--- src/rtl/demod_segment_sched.sv ---
// Sequences one shared nearest-reference slicer over NSEG samples; each sample is decided on the cycle it is accepted, and valid pulses once per burst.
// Backpressure: in_ready is high only while collecting. Define DEMOD_SOFT_METRIC_EN to add the saturating soft_metric accumulator output.
module demod_segment_sched #(
   parameter int                 NSEG  = 10,
   parameter logic signed [31:0] REF_P = 32'h0001_0000,
   parameter logic signed [31:0] REF_N = 32'hFFFF_0000
) (
   input  logic            clk,
   input  logic            reset,
   input  logic            start,
   input  logic [31:0]     input_bit,
   input  logic            in_valid,
   output logic            in_ready,
   output logic [NSEG-1:0] seg_bits,
   output logic [4:0]      seg_idx,
   output logic            valid,
`ifdef DEMOD_SOFT_METRIC_EN
   output logic [37:0]     soft_metric,
`endif
   output logic            busy
);

   typedef enum logic [1:0] {
      S_IDLE    = 2'd0,
      S_COLLECT = 2'd1,
      S_DONE    = 2'd2
   } state_t;

   state_t      state;
   state_t      next_state;

   logic        xfer;
   logic        last_seg;
   logic        start_acc;

   logic [31:0] ref_sel;
   logic [31:0] ref_opp;
   logic [32:0] x_ext;
   logic [32:0] dp;
   logic [32:0] dm;
   logic [32:0] mag_dp;
   logic [32:0] mag_dm;
   logic        dec_bit;
   logic [32:0] min_mag;

   // ---------------------------------------------------------------
   // Control FSM
   // ---------------------------------------------------------------
   always_ff @(posedge clk or posedge reset) begin
      if (reset) begin
         state <= S_IDLE;
      end else begin
         state <= next_state;
      end
   end

   always_comb begin
      next_state = state;
      in_ready   = 1'b0;
      valid      = 1'b0;
      busy       = 1'b1;
      case (state)
         S_IDLE: begin
            busy = 1'b0;
            if (start) begin
               next_state = S_COLLECT;
            end
         end
         S_COLLECT: begin
            in_ready = 1'b1;
            if (in_valid && last_seg) begin
               next_state = S_DONE;
            end
         end
         S_DONE: begin
            valid      = 1'b1;
            next_state = S_IDLE;
         end
         default: begin
            busy       = 1'b0;
            next_state = S_IDLE;
         end
      endcase
   end

   assign xfer      = (state == S_COLLECT) && in_valid;
   assign start_acc = (state == S_IDLE) && start;
   assign last_seg  = (seg_idx == 5'(NSEG - 1));

   // ---------------------------------------------------------------
   // Shared decision datapath. 33-bit sign-extended differences cannot
   // overflow for any 32-bit sample against a +/-1.0 reference.
   // ---------------------------------------------------------------
   always_comb begin
      ref_sel = seg_idx[0] ? REF_N : REF_P;
      ref_opp = seg_idx[0] ? REF_P : REF_N;
      x_ext   = {input_bit[31], input_bit};
      dp      = x_ext - {ref_sel[31], ref_sel};
      dm      = x_ext - {ref_opp[31], ref_opp};
      mag_dp  = dp[32] ? (~dp + 33'd1) : dp;
      mag_dm  = dm[32] ? (~dm + 33'd1) : dm;
      dec_bit = (mag_dp < mag_dm);
      min_mag = dec_bit ? mag_dp : mag_dm;
   end

   // ---------------------------------------------------------------
   // Segment index and result word
   // ---------------------------------------------------------------
   always_ff @(posedge clk or posedge reset) begin
      if (reset) begin
         seg_idx  <= 5'd0;
         seg_bits <= '0;
      end else if (start_acc) begin
         seg_idx  <= 5'd0;
         seg_bits <= '0;
      end else if (xfer) begin
         for (int i = 0; i < NSEG; i++) begin
            if (seg_idx == 5'(i)) begin
               seg_bits[i] <= dec_bit;
            end
         end
         // Wrap on the final segment so the block is back at 0 for IDLE.
         seg_idx <= last_seg ? 5'd0 : seg_idx + 5'd1;
      end
   end

`ifdef DEMOD_SOFT_METRIC_EN
   logic [38:0] metric_sum;

   assign metric_sum = {1'b0, soft_metric} + {6'd0, min_mag};

   always_ff @(posedge clk or posedge reset) begin
      if (reset) begin
         soft_metric <= '0;
      end else if (start_acc) begin
         soft_metric <= '0;
      end else if (xfer) begin
         soft_metric <= metric_sum[38] ? '1 : metric_sum[37:0];
      end
   end
`else
   // Minimum distance only feeds the optional accumulator.
   logic unused_min;
   assign unused_min = ^min_mag;
`endif

endmodule

--- config.mk ---
export PLATFORM = sky130hd
export DESIGN_NAME = demod_segment_sched
export DESIGN_NICKNAME = d
export VERILOG_FILES = /design/src/rtl/demod_segment_sched.sv
export SDC_FILE = /design/constraint.sdc
export NUM_CORES = 1
export LEC_CHECK = 0
export CAP_MARGIN = 10
export CORE_MARGIN = 1
export CORE_UTILIZATION = 49
export DETAILED_ROUTE_END_ITERATION = 6
export PLACE_DENSITY = 0.82
export SYNTH_ARGS = -nofsm -noshare
export SYNTH_HDL_FRONTEND = slang
export SYNTH_SLANG_ARGS = --single-unit
--- constraint.sdc ---
create_clock -name clk -period 16.2 [get_ports clk]
set_input_delay 3.24 -clock clk [delete_from_list [all_inputs] [get_ports clk]]
set_output_delay 3.24 -clock clk [all_outputs]
set_load 0.1 [all_outputs]
=== Word level (Yosys, flattened, before mapping) ===
Cells that the tools add are included.

* Register bits: 17
* Bits in latches: 0
* Bits in writable memories: 0
* Memory bits (read-only): 0
* Input bits: 36
* Output and inout bits: 18
* Word-level logic and storage cells: 86
* Memories: 0

* Add/sub/neg operators: 5
* Multipliers: 0
* Div/mod/pow operators: 0
* $lt $le $gt $ge: 1
* Equal/unequal tests: 13
* Shift operators: 0
* Multiplexer cells: 25
* Bitwise logic cells: 2
* Reduce and logical (&&, ||, !) cells: 28

{| class="wikitable"
|+ Operators by type and width
! operator !! number
|-
| adder 33 x 1 -> 33 bit (second input constant) || 2
|-
| two-way mux 33 bit || 2
|-
| inverter 33 bit || 2
|-
| subtractor 32 x 32 -> 33 bit || 2
|-
| two-way mux 32 bit || 2
|-
| < comparator 33 bit || 1
|-
| AND reduction 2 bit || 11
|-
| nonzero test 2 bit || 11
|-
| equality test 5 x 3 -> 1 bit (second input constant) || 4
|-
| two-way mux 10 bit || 2
|-
| two-way mux 5 bit || 3
|-
| two-way mux 1 bit || 13
|-
| equality test 5 x 2 -> 1 bit (second input constant) || 2
|-
| equality test 5 x 4 -> 1 bit (second input constant) || 2
|-
| adder 5 x 1 -> 5 bit (second input constant) || 1
|-
| equality test 5 x 1 -> 1 bit (second input constant) || 1
|-
| zero test 5 bit || 1
|-
| two-way mux 2 bit || 2
|-
| inequality test 2 bit (second input constant) || 2
|-
| one-hot mux 2 bit (2 select lines) || 1
|-
| logical AND 1 bit || 3
|-
| equality test 2 x 1 -> 1 bit (second input constant) || 1
|-
| equality test 2 bit (second input constant) || 1
|-
| zero test 2 bit || 1
|-
| OR reduction 2 bit || 1
|}

=== Logic depth before layout (Yosys ltp) ===
* Word-level depth: 9
* Depth in mapped cells: 22
* Mapped depth without buffers: 19

=== Least setup slack after synthesis ===
Ideal clock, no wire load.

* Path kind: input to register
* From: in input_bit[23]
* To: reg seg_bits[0]
* Library setup time: 69 ps
* Arrival time: 7,237 ps
* Required time: 16,131 ps
* Slack: 8,894 ps
* Stages: 20
* Cell sequence: ha_1 > buf_2 > clkbuf_1 > a21oi_1 > o211a_1 > nor4_1 > nor3_1 > o21bai_1 > a31o_2 > clkbuf_1 > nor2_1 > xor2_1 > ha_1 > a21o_1 > a21o_1 > a221oi_1 > o2111ai_1 > o21bai_1 > a31oi_1 > mux2_2

* Word-level cells in the longest chain between the ends: 8
* Elaborated cells on any way between the ends: 12

{| class="wikitable"
|+ Ends and longest elaborated chain
! element !! line !! text
|-
| start, declared || 11 || <nowiki>input logic [31:0] input_bit,</nowiki>
|-
| subtractor 32 x 32 -> 33 bit (on tied branches) || 98, 99 ||
|-
| inverter 33 bit (on tied branches) || 100, 101 ||
|-
| adder 33 x 1 -> 33 bit (on tied branches) || 100, 101 ||
|-
| two-way mux 33 bit (on tied branches) || 100, 101 ||
|-
| < comparator 33 bit (*) || 102 || <nowiki>dec_bit = (mag_dp < mag_dm);</nowiki>
|-
| two-way mux 1 bit (*) || 118 || <nowiki>if (seg_idx == 5'(i)) begin</nowiki>
|-
| two-way mux 10 bit (*) || 116 || <nowiki>end else if (xfer) begin</nowiki>
|-
| two-way mux 10 bit (*) || 113 || <nowiki>end else if (start_acc) begin</nowiki>
|-
| end signal, assigned by index || 119 || <nowiki>seg_bits[i] <= dec_bit;</nowiki>
|-
| end, declared || 14 || <nowiki>output logic [NSEG-1:0] seg_bits,</nowiki>
|}

Mark *: on every way between the ends. The rest lies on a longest branch, timed or not. The select of a mux whose other input is x is not followed.
A chain may end at the register's enable or synchronous reset.

=== Worst setup path in the final report ===
* From: in input_bit[16]
* To: reg seg_bits[1]

The elaborated chain is that of the path after synthesis.

==> flow_summary.toml <==
[routing]
first_pass_iters = 7
drc_errors = 4
routed_wirelength_um = 11450
routed_via_density = 6.134
routedWlPerCell_um = 15.45
ant_nets = 0
via_count = 4545
drtIter0Drc = 323

[grt]
grt_max_degree = 33
overflow = 0
grt_usage = 0.2320
grt_pass1_wl_um = 19380
antenna_found_initial = 0
grt_pass1_vias = 4368

[logic_synthesis]
syn-cell-area_mm2 = 0.004567
yosysSeqAreaShare = 0.09315
syn_inst = 600
synth_edf_count = 0
synth_flop_cell = "dfrtp_1"
synth_cell_types = 62
syn_area_per_cell_um2 = 7.611
syn_nets = 711
async_flop_share = 1.000
synth-seq-cells = 17
ys.warnings.count = 0

[cells_and_area]
layout-drive-gt1-share = 0.05529
diodes = 0
final_nets = 745
final_common_cell = "ha_1"
final_cell_mix = "ha_1 (73), nor2_1 (72), clkdlybuf4s50_1 (53), a21oi_1 (52), xnor2_1 (43)"
area_growth_pct = 13.70
fin_area_mm2 = 0.005192

[worst_setup_path]
ff2ff_setup_slack_ns = 9.68
r2r-end = "seg_bits[1]"
cp-end-kind = "flop"
path_class = "input port to flop"
reg2regPathDepth = 18
reg2reg_from = "seg_idx[0]"
crit_fanout = 32
crit_required_ns = 16.39
start_kind = "input port"
critPathArrivalTime_ns = 8.52

[min_path]
min_from = "seg_bits[0]"
hp-class = "flop to flop"
whs_path_depth = 1
holdPathEnd = "seg_bits[0]"

[sta]
fin_crit_sh = 0.5138
slew-limit-headroom = 0.3337
rsz0062_at_grt = "false"
period_needed_ns = 8.324
finalSetupTns_ns = 0
tightestPinTransition_ns = 0.9963
setup_viol = 0
slew_violations = 0
fmax_mhz = 120.1
whs_ns = 0.5136
timing.final.ws_setup_ns = 7.876
hold_violations = 0
clock_skew_ns = 0.002248

[cts]
clockBufferDepth = 2
clk_latency_ns = 0.25
cts_hold_buf = 0
cts-root-buf = "clkbuf_8"
cts_resized = 0
post_cts_buffers = 0
clkTransAtPathRegs_ns = 0.07
cts_num_sinks = 17
cts_made_buffers = 3
tritoncts = "built"
htree_levels = 1

[floorplanning]
die-area_mm2 = 0.009710
fp.dieW_um = 98.54
rows = 34
core_region_area_mm2 = 0.008891
start_util = 0.5137
die-height_um = 98.54
ioPinCount = 54

[placement]
dpl_worst_slack_ns = 7.607
gp_congestion = 0.8871
placed_cell_area_mm2 = 0.005146
io_buffer_count = 53
dp_hpwl_um = 9124

[flow_run]
cap_violations = 0

[outcome]
violations = "DRC"
status = "complete, but fails checks"
-- synth_stat cells (3+ instances only) --
cell type   n  area [µm²]
ha_1       73       913.4
nor2_1     72       270.3
a21oi_1    52       260.3
xnor2_1    43       376.6
xor2_1     37       324.1
nand2_1    22       82.58
inv_1      20       75.07
clkbuf_1   18       67.56
nor3_1     18       90.09
o21ai_0    18       90.09
dfrtp_1    17       425.4
a21o_1     16       120.1
a31oi_1    14       87.58
nor2b_1    13       81.33
mux2_2     11       123.9
nor4_1     11       68.82
nand3_1    10       50.05
and2_1      9       56.30
nand2b_1    9       56.30
nand4_1     9       56.30
o211ai_1    8       60.06
o21a_1      7       52.55
a211oi_1    6       45.04
o21bai_1    6       45.04
or2_2       6       37.54
or3_1       5       31.28
a41oi_1     4       35.03
buf_2       4       20.02
nor4b_1     4       35.03
a2111oi_0   3       26.28
a211o_1     3       26.28
a21boi_0    3       22.52
buf_1       3       11.26
o211a_1     3       30.03
o22ai_1     3       18.77
-- through the flow --
stage | utilization | std cells
floorplan | - | 600
CTS | 0.5840 | 741
finish | 0.5840 | 741
detailed placement | 0.5788 | 737
global placement | 0.5788 | 737
global route | 0.5840 | 741
-- flip-flops by register name, indices dropped and copies added (netlist names) --
name / cells
seg_bits: 10
seg_idx: 5
state: 2
-- per-layer routing --
layer  up-vias  global-route usage  wire [µm]
met1      2149              0.3213       5436
met5         -                   0          0
met3         4             0.01631        488
met2       134              0.4128       5496
li1       2258                   -          -
met4         0             0.01378         26
-- critical path: stages --
cell and delay (ns):
clkdlybuf4s50_1 0.78, fa_1 0.33, a211oi_1 0.11, o211a_1 0.29
nor4_1 0.37, nor3_1 0.09, o21bai_1 0.22, a31o_2 0.62
mux2_2 0.41, ha_1 0.29, o21a_1 0.16, o21a_1 0.16
o21ai_0 0.19, a21oi_1 0.09, nor3_1 0.14, o21bai_1 0.09
a31oi_1 0.60, mux2_2 0.29
-- worst max path at each step --
| stage | startpoint | end |
|---|---|---|
| CTS | input_bit[16] | seg_bits[1] |
| global route | input_bit[16] | seg_bits[1] |
| finish | input_bit[16] | seg_bits[1] |
| global placement | input_bit[16] | seg_bits[9] |
| floorplan | input_bit[23] | seg_bits[0] |
| detailed placement | input_bit[16] | seg_bits[1] |
-- cell families (layout without fill, tap and decap cells) --
logic type,count (synthesis),in the layout,share of synthesized area
buffers and inverters,45,78,0.03808
flip-flops,17,17,0.09315
XOR/XNOR,80,80,0.1534
AO/OA/AOI/OAI,163,163,0.2367
multiplexers,13,13,0.03151
AND/OR/NAND/NOR,207,207,0.2384
adder cells (fa/ha/maj),75,75,0.2088
-- layout make-up --
| class | instances | area (µm²) |
|---|---|---|
| multi-input cells | 538 | 3973 |
| flip-flops and latches | 17 | 425.4 |
| clock buffers | 3 | 41.29 |
| repair buffers | 54 | 538.0 |
| clock inverters | 1 | 5.005 |
| well taps | 108 | 135.1 |
| fillers | 788 | 3699 |
| inverters | 20 | 75.07 |
Power is left out: the tool's default activity adds up to more than one toggle a clock period on the data nets, which glitch-free logic cannot reach.
